===== src/rtl/udp_pkg.sv =====
// Shared UDP receive definitions: FSM states, header length and byte offsets.
package udp_pkg;

  localparam int unsigned UDP_HDR_LEN   = 8;
  localparam int unsigned UDP_HDR_IDX_W = 3;
  localparam int unsigned UDP_BYTE_W    = 8;
  localparam int unsigned UDP_WORD_W    = 16;
  localparam int unsigned UDP_IP_W      = 32;

  // Big-endian header byte offsets (checksum bytes are received but ignored)
  localparam int unsigned UDP_OFF_SP   = 0;
  localparam int unsigned UDP_OFF_DP   = 2;
  localparam int unsigned UDP_OFF_LEN  = 4;
  localparam int unsigned UDP_OFF_CSUM = 6;

  typedef enum logic [1:0] {
    ST_IDLE    = 2'd0,
    ST_HDR     = 2'd1,
    ST_PAYLOAD = 2'd2,
    ST_DROP    = 2'd3
  } udp_state_e;

  // Captured header fields
  typedef struct packed {
    logic [UDP_WORD_W-1:0] sp;
    logic [UDP_WORD_W-1:0] dp;
    logic [UDP_WORD_W-1:0] len;
  } udp_hdr_t;

endpackage


===== src/rtl/udp_rx_if.sv =====
// Bus bundle for udp_rx: net-layer byte stream in, UDP payload stream and status out.
interface udp_rx_if;
  import udp_pkg::*;

  logic [UDP_BYTE_W-1:0] udp_rnet_data_in;
  logic                  udp_rnet_valid_in;
  logic                  udp_rnet_ready_out;
  logic                  udp_rnet_last_in;
  logic [UDP_IP_W-1:0]   udp_rnet_ip_in;

  logic [UDP_BYTE_W-1:0] udp_rdata_out;
  logic                  udp_rvalid_out;
  logic                  udp_rready_in;
  logic                  udp_rlast_out;
  logic [UDP_IP_W-1:0]   udp_rip_out;
  logic [UDP_WORD_W-1:0] udp_rsp_out;
  logic [UDP_WORD_W-1:0] udp_rlen_out;
  logic                  udp_rerr_out;
  logic [UDP_WORD_W-1:0] frame_ok_cnt_out;
  logic [UDP_WORD_W-1:0] frame_err_cnt_out;

  // Receiver view
  modport slave (
    input  udp_rnet_data_in, udp_rnet_valid_in, udp_rnet_last_in, udp_rnet_ip_in,
    input  udp_rready_in,
    output udp_rnet_ready_out,
    output udp_rdata_out, udp_rvalid_out, udp_rlast_out,
    output udp_rip_out, udp_rsp_out, udp_rlen_out, udp_rerr_out,
    output frame_ok_cnt_out, frame_err_cnt_out
  );

  // Driver / observer view
  modport master (
    output udp_rnet_data_in, udp_rnet_valid_in, udp_rnet_last_in, udp_rnet_ip_in,
    output udp_rready_in,
    input  udp_rnet_ready_out,
    input  udp_rdata_out, udp_rvalid_out, udp_rlast_out,
    input  udp_rip_out, udp_rsp_out, udp_rlen_out, udp_rerr_out,
    input  frame_ok_cnt_out, frame_err_cnt_out
  );

endinterface


===== src/rtl/udp_rx.sv =====
// UDP receive parser: strips the 8-byte header, forwards the payload through a
// one-entry output stage and keeps ok/error frame counters.
// Optional build macro UDP_RX_PORT_FILTER_EN drops frames whose DP != LOCAL_DP.
module udp_rx
  import udp_pkg::*;
#(
  parameter logic [15:0] LOCAL_DP = 16'd8080
) (
  input  logic     logic_clk,
  input  logic     logic_rstn,
  udp_rx_if.slave  bus
);

  udp_state_e                 state_q, state_d;
  udp_hdr_t                   hdr_q, hdr_d;
  logic [UDP_HDR_IDX_W-1:0]   hdr_cnt_q, hdr_cnt_d;
  logic [UDP_WORD_W-1:0]      pay_cnt_q, pay_cnt_d;
  logic [UDP_WORD_W-1:0]      plen_q, plen_d;
  logic                       rvalid_q, rvalid_d;
  logic                       rlast_q, rlast_d;
  logic                       trunc_q, trunc_d;
  logic                       rerr_q, rerr_d;
  logic [UDP_BYTE_W-1:0]      rdata_q, rdata_d;
  logic [UDP_IP_W-1:0]        rip_q, rip_d;
  logic [UDP_WORD_W-1:0]      rsp_q, rsp_d;
  logic [UDP_WORD_W-1:0]      rlen_q, rlen_d;
  logic [UDP_WORD_W-1:0]      ok_cnt_q, ok_cnt_d;
  logic [UDP_WORD_W-1:0]      err_cnt_q, err_cnt_d;

  logic                       ready_c, in_fire_c, out_fire_c;
  logic                       hdr_beat_c, hdr_end_c, pay_beat_c, pay_end_c;
  logic                       len_short_c, len_empty_c, port_reject_c;
  logic [UDP_HDR_IDX_W-1:0]   byte_idx_c;
  logic                       err_c, ok_empty_c, ok_out_c;

  // Handshake and header/payload decode shared by both combinational processes
  always_comb begin
    ready_c     = logic_rstn && ((state_q != ST_PAYLOAD) || !rvalid_q || bus.udp_rready_in);
    in_fire_c   = bus.udp_rnet_valid_in && ready_c;
    out_fire_c  = rvalid_q && bus.udp_rready_in;
    byte_idx_c  = (state_q == ST_IDLE) ? '0 : hdr_cnt_q;
    hdr_beat_c  = in_fire_c && ((state_q == ST_IDLE) || (state_q == ST_HDR));
    hdr_end_c   = hdr_beat_c && (byte_idx_c == UDP_HDR_IDX_W'(UDP_HDR_LEN - 1));
    pay_beat_c  = in_fire_c && (state_q == ST_PAYLOAD);
    pay_end_c   = ((pay_cnt_q + 16'd1) == plen_q);
    len_short_c = hdr_q.len < UDP_WORD_W'(UDP_HDR_LEN);
    len_empty_c = hdr_q.len == UDP_WORD_W'(UDP_HDR_LEN);
`ifdef UDP_RX_PORT_FILTER_EN
    port_reject_c = (hdr_q.dp != LOCAL_DP);
`else
    // DP is still compared but the result is ignored in this build
    port_reject_c = 1'b0 && (hdr_q.dp != LOCAL_DP);
`endif
  end

  // State register
  always_ff @(posedge logic_clk) begin
    if (!logic_rstn) state_q <= ST_IDLE;
    else             state_q <= state_d;
  end

  // Next-state logic
  always_comb begin
    state_d = state_q;
    case (state_q)
      ST_IDLE: begin
        if (in_fire_c) state_d = bus.udp_rnet_last_in ? ST_IDLE : ST_HDR;
      end
      ST_HDR: begin
        if (in_fire_c) begin
          if (bus.udp_rnet_last_in) state_d = ST_IDLE;
          else if (hdr_end_c)       state_d = (len_short_c || len_empty_c || port_reject_c)
                                              ? ST_DROP : ST_PAYLOAD;
        end
      end
      ST_PAYLOAD: begin
        if (in_fire_c) begin
          if (bus.udp_rnet_last_in) state_d = ST_IDLE;
          else if (pay_end_c)       state_d = ST_DROP;
        end
      end
      ST_DROP: begin
        if (in_fire_c && bus.udp_rnet_last_in) state_d = ST_IDLE;
      end
      default: state_d = ST_IDLE;
    endcase
  end

  // Datapath, output stage and counter updates
  always_comb begin
    hdr_d      = hdr_q;
    hdr_cnt_d  = hdr_cnt_q;
    pay_cnt_d  = pay_cnt_q;
    plen_d     = plen_q;
    rvalid_d   = rvalid_q;
    rlast_d    = rlast_q;
    trunc_d    = trunc_q;
    rdata_d    = rdata_q;
    rip_d      = rip_q;
    rsp_d      = rsp_q;
    rlen_d     = rlen_q;
    err_c      = 1'b0;
    ok_empty_c = 1'b0;

    if (hdr_beat_c) begin
      hdr_cnt_d = byte_idx_c + 3'd1;
      case (byte_idx_c)
        UDP_HDR_IDX_W'(UDP_OFF_SP):       hdr_d.sp[15:8]  = bus.udp_rnet_data_in;
        UDP_HDR_IDX_W'(UDP_OFF_SP + 1):   hdr_d.sp[7:0]   = bus.udp_rnet_data_in;
        UDP_HDR_IDX_W'(UDP_OFF_DP):       hdr_d.dp[15:8]  = bus.udp_rnet_data_in;
        UDP_HDR_IDX_W'(UDP_OFF_DP + 1):   hdr_d.dp[7:0]   = bus.udp_rnet_data_in;
        UDP_HDR_IDX_W'(UDP_OFF_LEN):      hdr_d.len[15:8] = bus.udp_rnet_data_in;
        UDP_HDR_IDX_W'(UDP_OFF_LEN + 1):  hdr_d.len[7:0]  = bus.udp_rnet_data_in;
        default: ;
      endcase
    end

    if (hdr_end_c) begin
      pay_cnt_d = '0;
      plen_d    = hdr_q.len - UDP_WORD_W'(UDP_HDR_LEN);
      if (len_short_c)                         err_c      = 1'b1;
      else if (len_empty_c)                    ok_empty_c = 1'b1;
      else if (!port_reject_c && bus.udp_rnet_last_in) err_c = 1'b1;
    end else if (hdr_beat_c && bus.udp_rnet_last_in) begin
      err_c = 1'b1;
    end

    if (out_fire_c) begin
      rvalid_d = 1'b0;
      rlast_d  = 1'b0;
      trunc_d  = 1'b0;
    end

    if (pay_beat_c) begin
      pay_cnt_d = pay_cnt_q + 16'd1;
      rvalid_d  = 1'b1;
      rdata_d   = bus.udp_rnet_data_in;
      rlast_d   = bus.udp_rnet_last_in || pay_end_c;
      trunc_d   = bus.udp_rnet_last_in && !pay_end_c;
      rip_d     = bus.udp_rnet_ip_in;
      rsp_d     = hdr_q.sp;
      rlen_d    = plen_q;
      if (bus.udp_rnet_last_in && !pay_end_c) err_c = 1'b1;
    end

    ok_out_c  = out_fire_c && rlast_q && !trunc_q;
    rerr_d    = err_c;
    ok_cnt_d  = ok_cnt_q + UDP_WORD_W'(ok_out_c) + UDP_WORD_W'(ok_empty_c);
    err_cnt_d = err_cnt_q + UDP_WORD_W'(err_c);
  end

  // Datapath registers
  always_ff @(posedge logic_clk) begin
    if (!logic_rstn) begin
      hdr_q     <= '0;
      hdr_cnt_q <= '0;
      pay_cnt_q <= '0;
      plen_q    <= '0;
      rvalid_q  <= 1'b0;
      rlast_q   <= 1'b0;
      trunc_q   <= 1'b0;
      rerr_q    <= 1'b0;
      rdata_q   <= '0;
      rip_q     <= '0;
      rsp_q     <= '0;
      rlen_q    <= '0;
      ok_cnt_q  <= '0;
      err_cnt_q <= '0;
    end else begin
      hdr_q     <= hdr_d;
      hdr_cnt_q <= hdr_cnt_d;
      pay_cnt_q <= pay_cnt_d;
      plen_q    <= plen_d;
      rvalid_q  <= rvalid_d;
      rlast_q   <= rlast_d;
      trunc_q   <= trunc_d;
      rerr_q    <= rerr_d;
      rdata_q   <= rdata_d;
      rip_q     <= rip_d;
      rsp_q     <= rsp_d;
      rlen_q    <= rlen_d;
      ok_cnt_q  <= ok_cnt_d;
      err_cnt_q <= err_cnt_d;
    end
  end

  assign bus.udp_rnet_ready_out = ready_c;
  assign bus.udp_rdata_out      = rdata_q;
  assign bus.udp_rvalid_out     = rvalid_q;
  assign bus.udp_rlast_out      = rlast_q;
  assign bus.udp_rip_out        = rip_q;
  assign bus.udp_rsp_out        = rsp_q;
  assign bus.udp_rlen_out       = rlen_q;
  assign bus.udp_rerr_out       = rerr_q;
  assign bus.frame_ok_cnt_out   = ok_cnt_q;
  assign bus.frame_err_cnt_out  = err_cnt_q;

endmodule

===== src/flat_wrapper.sv =====
// flat-port wrapper written by rule: the top's interface ports become plain ports
module udp_rx_flat import udp_pkg::*;
#(
  parameter logic [15:0] LOCAL_DP = 16'd8080
)
  (logic_clk, logic_rstn, bus_udp_rnet_data_in, bus_udp_rnet_valid_in, bus_udp_rnet_last_in, bus_udp_rnet_ip_in, bus_udp_rready_in, bus_udp_rnet_ready_out, bus_udp_rdata_out, bus_udp_rvalid_out, bus_udp_rlast_out, bus_udp_rip_out, bus_udp_rsp_out, bus_udp_rlen_out, bus_udp_rerr_out, bus_frame_ok_cnt_out, bus_frame_err_cnt_out);
  udp_rx_if bus_i ();
  input  logic logic_clk;
  input  logic logic_rstn;
  input wire logic [$bits(bus_i.udp_rnet_data_in)-1:0] bus_udp_rnet_data_in;
  input wire logic [$bits(bus_i.udp_rnet_valid_in)-1:0] bus_udp_rnet_valid_in;
  input wire logic [$bits(bus_i.udp_rnet_last_in)-1:0] bus_udp_rnet_last_in;
  input wire logic [$bits(bus_i.udp_rnet_ip_in)-1:0] bus_udp_rnet_ip_in;
  input wire logic [$bits(bus_i.udp_rready_in)-1:0] bus_udp_rready_in;
  output wire logic [$bits(bus_i.udp_rnet_ready_out)-1:0] bus_udp_rnet_ready_out;
  output wire logic [$bits(bus_i.udp_rdata_out)-1:0] bus_udp_rdata_out;
  output wire logic [$bits(bus_i.udp_rvalid_out)-1:0] bus_udp_rvalid_out;
  output wire logic [$bits(bus_i.udp_rlast_out)-1:0] bus_udp_rlast_out;
  output wire logic [$bits(bus_i.udp_rip_out)-1:0] bus_udp_rip_out;
  output wire logic [$bits(bus_i.udp_rsp_out)-1:0] bus_udp_rsp_out;
  output wire logic [$bits(bus_i.udp_rlen_out)-1:0] bus_udp_rlen_out;
  output wire logic [$bits(bus_i.udp_rerr_out)-1:0] bus_udp_rerr_out;
  output wire logic [$bits(bus_i.frame_ok_cnt_out)-1:0] bus_frame_ok_cnt_out;
  output wire logic [$bits(bus_i.frame_err_cnt_out)-1:0] bus_frame_err_cnt_out;
  assign bus_i.udp_rnet_data_in = bus_udp_rnet_data_in;
  assign bus_i.udp_rnet_valid_in = bus_udp_rnet_valid_in;
  assign bus_i.udp_rnet_last_in = bus_udp_rnet_last_in;
  assign bus_i.udp_rnet_ip_in = bus_udp_rnet_ip_in;
  assign bus_i.udp_rready_in = bus_udp_rready_in;
  assign bus_udp_rnet_ready_out = bus_i.udp_rnet_ready_out;
  assign bus_udp_rdata_out = bus_i.udp_rdata_out;
  assign bus_udp_rvalid_out = bus_i.udp_rvalid_out;
  assign bus_udp_rlast_out = bus_i.udp_rlast_out;
  assign bus_udp_rip_out = bus_i.udp_rip_out;
  assign bus_udp_rsp_out = bus_i.udp_rsp_out;
  assign bus_udp_rlen_out = bus_i.udp_rlen_out;
  assign bus_udp_rerr_out = bus_i.udp_rerr_out;
  assign bus_frame_ok_cnt_out = bus_i.frame_ok_cnt_out;
  assign bus_frame_err_cnt_out = bus_i.frame_err_cnt_out;
  udp_rx #(.LOCAL_DP(LOCAL_DP)) u_core (.logic_clk(logic_clk), .logic_rstn(logic_rstn), .bus(bus_i));
endmodule

===== config.mk =====
export PLATFORM = sky130hd
export DESIGN_NAME = udp_rx_flat
export DESIGN_NICKNAME = d
export VERILOG_FILES = /design/src/rtl/udp_pkg.sv /design/src/rtl/udp_rx_if.sv /design/src/rtl/udp_rx.sv /design/src/flat_wrapper.sv
export SDC_FILE = /design/constraint.sdc
export NUM_CORES = 1
export LEC_CHECK = 0
export CAP_MARGIN = 30
export CELL_PAD_IN_SITES_DETAIL_PLACEMENT = 0
export CELL_PAD_IN_SITES_GLOBAL_PLACEMENT = 1
export CORE_UTILIZATION = 43
export DETAILED_ROUTE_END_ITERATION = 7
export DONT_BUFFER_PORTS = 1
export GPL_ROUTABILITY_DRIVEN = 1
export PLACE_DENSITY_LB_ADDON = 0.3
export SLEW_MARGIN = 20
export SYNTH_ARGS = -nofsm -noshare
export SYNTH_HDL_FRONTEND = slang
export SYNTH_SLANG_ARGS = --single-unit

===== constraint.sdc =====
create_clock -name logic_clk -period 3.59 [get_ports logic_clk]
set_clock_uncertainty 0.2 [all_clocks]
set_input_delay 0.5385 -clock logic_clk [delete_from_list [all_inputs] [get_ports logic_clk]]
set_output_delay 0.5385 -clock logic_clk [all_outputs]
set_load 0.03 [all_outputs]

Yosys cells after proc, flatten, opt, wreduce, memory -nomap -nowiden
Index checks and enable logic that the tools add are counted.
{"block": "classes", "addsub": 6, "order_cmp": 1, "eq_ne": 16, "mux": 28, "reduce_logical": 28}
{"op": "$add 16x1->16", "n": 3}
{"op": "$mux 16", "n": 2}
{"op": "$add 16x1->16 const B", "n": 1}
{"op": "$eq 16x16->1", "n": 1}
{"op": "$eq 16x4->1 const B", "n": 1}
{"op": "$lt 16x4->1 const B", "n": 1}
{"op": "$mux 1", "n": 16}
{"op": "$mux 2", "n": 8}
{"op": "$sub 16x4->16 const B", "n": 1}
{"op": "$logic_and 1x1->1", "n": 11}
{"op": "$eq 3x3->1 const B", "n": 3}
{"op": "$ne 2x1->1 const B", "n": 4}
{"op": "$pmux 2 s4", "n": 1}
{"op": "$reduce_and 2->1", "n": 4}
{"op": "$ne 3x2->1 const B", "n": 2}
{"op": "$reduce_and 6->1", "n": 1}
{"op": "$logic_or 1x1->1", "n": 5}
{"op": "$eq 2x2->1 const B", "n": 2}
{"op": "$reduce_bool 2->1", "n": 2}
{"op": "$add 3x1->3 const B", "n": 1}
{"op": "$eq 3x1->1 const B", "n": 1}
{"op": "$logic_not 1->1", "n": 3}
{"op": "$logic_not 3->1", "n": 1}
{"op": "$mux 3", "n": 1}
{"op": "3 further kinds", "n": 3}
{"block": "totals", "register_bits": 177, "in_bits": 45, "out_inout_bits": 108}

Depth between registers and ports, before layout
{"block": "depth", "ltp_word": 12, "ltp_mapped": 16}

Worst setup path before layout
Ideal clock, no wire load.
{"block": "synth_timing", "path_type": "flip-flop to flip-flop", "from": "register u_core.pay_cnt_q[0]", "to": "register u_core.err_cnt_q[6] (netlist: u_core.bus.frame_err_cnt_out[6])", "setup_ps": 115, "arrival_time_ps": 3494, "required_time_ps": 3275, "path_slack_ps": -219, "stages_incl_launch_ff": 17, "n_path_buf": 2, "synth_period_minus_slack_ps": 3809, "cell_sequence": "dfxtp_1 -> ha_1 -> buf_2 -> inv_1 -> or4_4 -> xnor2_2 -> o211ai_1 -> or4_4 -> a2111oi_4 -> o21ai_0 -> ha_1 -> ha_1 -> and2_1 -> clkbuf_1 -> nand4_1 -> xnor2_1 -> and2_1"}
{"block": "synth_via", "elab_chain_cells": 7}
{"item": "start, declared", "line_no": "udp_rx.sv:17", "text": "logic [UDP_WORD_W-1:0] pay_cnt_q, pay_cnt_d;"}
{"item": "start signal, assigned", "line_no": "udp_rx.sv:172", "text": "pay_cnt_q <= pay_cnt_d;"}
{"item": "$add 16x1->16", "line_no": "udp_rx.sv:45", "text": "pay_end_c = ((pay_cnt_q + 16'd1) == plen_q);"}
{"item": "$eq 16x16->1", "line_no": "udp_rx.sv:45"}
{"item": "$logic_not 1->1", "line_no": "udp_rx.sv:143", "text": "if (bus.udp_rnet_last_in && !pay_end_c) err_c = 1'b1;"}
{"item": "$logic_and 1x1->1", "line_no": "udp_rx.sv:143"}
{"item": "$mux 1", "line_no": "udp_rx.sv:143"}
{"item": "$mux 1", "line_no": "udp_rx.sv:134", "text": "if (pay_beat_c) begin"}
{"item": "net u_core.err_c", "line_no": "udp_rx.sv:34", "text": "logic err_c, ok_empty_c, ok_out_c;"}
{"item": "$add 16x1->16", "line_no": "udp_rx.sv:149", "text": "err_cnt_d = err_cnt_q + UDP_WORD_W'(err_c);"}
{"item": "end signal, assigned", "line_no": "udp_rx.sv:183", "text": "err_cnt_q <= err_cnt_d;"}
{"item": "end, declared", "line_no": "udp_rx.sv:28", "text": "logic [UDP_WORD_W-1:0] err_cnt_q, err_cnt_d;"}
The timed path passes the listed nets, and every way through them passes these cells.
A chain may end at the register's enable or synchronous reset.

Worst setup path in the final report
{"block": "layout_timing", "from": "register u_core.pay_cnt_q[2]", "to": "register u_core.err_cnt_q[6] (netlist: u_core.bus.frame_err_cnt_out[6])"}
The elaborated chain is that of the path after synthesis.

==> flow_metrics.py <==
metrics = {
    "grt": {
        "grt_usage": 0.195,
        "grt_pass1_vias": 5410,
        "grt_pass1_wl_um": 28600,
        "grt_use_met1": 0.270,
        "grt_max_degree": 179,
        "use_met2": 0.295,
        "grt-busiest-layer": "met2",
        "overflow": 0,
        "use_met3": 0.0500,
        "antenna_found_initial": 0,
    },
    "logic_synthesis": {
        "synthTopCellsByArea": "dfxtp_1, nand2_1, a21boi_0",
        "yosys_warnings": 0,
        "yosys_register_bits": 177,
        "yosys.cell_types.count": 46,
        "synth.avg_cell_area_um2": 8.73,
        "synth_top_cell_area_share": 0.452,
        "netlist_top_cells_count": "nand2_1, dfxtp_1, a21boi_0, and2_1, nor2b_1",
        "synthMostInstantiatedCell": "nand2_1",
        "netlist_instances": 898,
        "syn-num-nets": 953,
        "async_reset_ff_frac": 0,
        "synth_area_leader_cell": "dfxtp_1",
        "syn_area_um2": 7840,
        "yosys_most_used_dff": "dfxtp_1",
        "synth-edff-count": 0,
        "ys_seq_area_frac": 0.452,
    },
    "timing": {
        "rsz0062_at_grt": "yes",
        "fmax_mhz": 287,
        "period_share": 0.971,
        "setup_tns_ns": 0,
        "setup_viol": 0,
        "drv_slew": 0,
        "slew_headroom": 0.389,
        "hold_viol_final": 0,
        "fin_crit_ns": 3.49,
        "setup_slack_ns": 0.104,
        "tightest_slew_ns": 0.913,
    },
    "power": {
        "p_clk_frac": 0.470,
        "p_sw_frac": 0.218,
        "cellPowerDensity_nw_per_um2": 434,
        "seq_power_share": 0.519,
        "ir_worst_vdd_v": 0.000337,
        "p_sw_w": 0.000833,
        "p_leak_nw": 3.22,
        "p_comb_frac": 0.012,
        "internal-power_w": 0.00298,
    },
    "detailed_routing": {
        "via_per_inst": 5.17,
        "drc": 0,
        "initialDrtViolationCount": 406,
        "dr.pass1.iters": 4,
        "postRouteAntennaNets": 0,
        "wl_per_cell_um": 15.5,
        "vias": 5878,
        "routed_wl_um": 17600,
    },
    "placed_design": {
        "gp_congestion": 0.785,
        "place_hpwl_um": 11600,
        "dp_slack_ns": -0.0969,
        "numPortBuffers": 0,
        "dpl_cell_area_um2": 8170,
    },
    "floorplanning": {
        "die_w_um": 137,
        "die_area_um2": 18800,
        "num_io_pins": 153,
        "die_height_um": 137,
        "row_count": 49,
        "start_util": 0.438,
        "coreArea_um2": 17900,
    },
    "worst_setup_path": {
        "r2r_start": "u_core.pay_cnt_q[2]",
        "start_kind": "flip-flop",
        "arrival_ns": 3.61,
        "cp_max_fo": 6,
        "r2r_cells": 14,
        "r2r_slack_ns": 0.10,
        "cp.required_ns": 3.71,
        "endpoint_kind": "flip-flop",
        "criticalPathCategory": "flip-flop to flip-flop",
        "timing.rr.end": "u_core.bus.frame_err_cnt_out[6]",
    },
    "finish": {
        "diodes": 0,
        "nets": 951,
        "stdcell_area_um2": 8800,
        "final_util": 0.491,
        "syn_to_final_growth_pct": 12.2,
        "final_layout_size_suffix_gt1_frac": 0.100,
    },
    "hold_path": {
        "hold_depth": 1,
        "worst_hold_path.endpoint": "u_core.hdr_q[32]",
        "hold_class": "primary input to flip-flop",
        "worstHoldStart": "logic_rstn",
    },
    "flow_run": {
        "cap_viol_max_count": 0,
    },
    "clock_network": {
        "cts_buffer_depth": 2,
        "clockRootBuffer": "clkbuf_16",
        "cts_tree": "yes",
        "insertion_delay_ns": 0.43,
        "numCtsBuffers": 17,
        "cts_sinks": 177,
        "h-tree-depth": 4,
        "clkTransAtPathRegs_ns": 0.07,
    },
    "status": {
        "run_status": "completed",
    },
}
## metrics by stage
step,hold WS [ns],instances,power [W]
floorplan,0.240,898,0.00208
global placement,0.251,1103,0.00207
detailed placement,0.258,1103,0.00207
CTS,0.0249,1134,0.00386
global route,0.0302,1137,0.00395
finish,0.0418,1137,0.00382
## timing repair
item,4_1_cts,5_1_grt
setup buffers,0,3
gates cloned,0,0
resized for setup,2,13
setup endpoints to repair,6,6
pin swaps,1,5
hold buffers,0,0
## power by group through the flow
| stage | Clock (W) | Combinational (W) | Sequential, W |
|---|---|---|---|
| after CTS | 0.00184 | 0.0000456 | 0.00198 |
| after floorplan | 0 | 0.0000606 | 0.00202 |
| after global routing | 0.00193 | 0.0000493 | 0.00198 |
| after global placement | 0 | 0.0000450 | 0.00202 |
| final | 0.00179 | 0.0000450 | 0.00198 |
| after detailed placement | 0 | 0.0000454 | 0.00202 |
## how the worst max path moves through the flow
stage	startpoint	end	slack [ns]	depth (start not counted)
finish	u_core.pay_cnt_q[2]	u_core.bus.frame_err_cnt_out[6]	0.10	14
global route	u_core.pay_cnt_q[5]	u_core.bus.frame_err_cnt_out[12]	-0.02	14
CTS	u_core.pay_cnt_q[1]	u_core.bus.frame_err_cnt_out[6]	0.001	14
detailed placement	u_core.pay_cnt_q[1]	u_core.bus.frame_err_cnt_out[6]	-0.1	14
global placement	u_core.pay_cnt_q[1]	u_core.bus.frame_err_cnt_out[6]	0.02	14
floorplan	u_core.pay_cnt_q[7]	u_core.bus.frame_err_cnt_out[6]	0.008	15
## area by class of cell
class	count	area (um2)
clock buffer	18	439
clock inverter	13	126
fill	1782	9100
inverter	10	40.0
multi-input combinational	655	4090
sequential	177	3550
tap	229	287
timing repair buffer	35	263
## sequential cells by signal, indices dropped and copies added (netlist names), 8 cells and up
name,count
u_core.bus.udp_rip_out,32
u_core.hdr_q,32
u_core.bus.frame_err_cnt_out,16
u_core.bus.frame_ok_cnt_out,16
u_core.bus.udp_rlen_out,16
u_core.bus.udp_rsp_out,16
u_core.pay_cnt_q,16
u_core.plen_q,16
u_core.bus.udp_rdata_out,8
## critical path: stages, from the launching register on
cell,delay (ns)
dfxtp_2,0.33
nand4_1,0.15
buf_4,0.17
or4_4,0.50
xnor2_2,0.13
o211ai_1,0.10
or4_4,0.44
a2111oi_4,0.35
o21ai_2,0.12
ha_2,0.21
ha_4,0.16
and2_4,0.17
nand4_1,0.10
xnor2_1,0.07
and2_1,0.16
## metal layers
layer | up-vias | share of wire | routed length, um
met5 | - | 0 | 0
met3 | 16 | 0.050 | 875
li1 | 3032 | - | -
met2 | 101 | 0.45 | 7890
met1 | 2729 | 0.49 | 8700
met4 | 0 | 0.010 | 180
## logic make-up (layout without fill, tap and decap cells)
family	after synthesis	count (layout)	share of synthesized area
flops	177	177	0.452
mux	32	32	0.0408
compound gates	160	160	0.148
xor+xnor	51	51	0.0579
fa+ha+maj	10	10	0.0169
buf+inv	66	76	0.0348
simple gates	402	402	0.250
## cell usage in the layout (no fill, tap or decap), types with 3 or more instances in the layout
master      synthesis  final
a21boi_0           81     81
a21o_1              5      5
a21oi_1            14     14
a31oi_1             6      6
and2_1             43     41
and3_1              5      5
and4_1              5      4
buf_4               5     35
clkbuf_16           0     17
clkinvlp_4          0      3
dfxtp_1           177    170
dfxtp_2             0      6
ha_1                9      6
inv_1              10      9
mux2i_1            32     32
nand2_1           200    200
nand3_1            23     23
nand3b_1            4      4
nand4_1            12     12
nor2_1             26     26
nor2b_1            43     43
nor3_1             15     14
nor4_1              7      7
o211a_1            14     14
o211ai_1            3      3
o21a_1              3      3
o21ai_0            24     23
o311a_1             3      3
or3_1               7      7
or4_4               2      3
xnor2_1            38     37
xor2_1             12     12
Power figures use the tool's default switching activity.
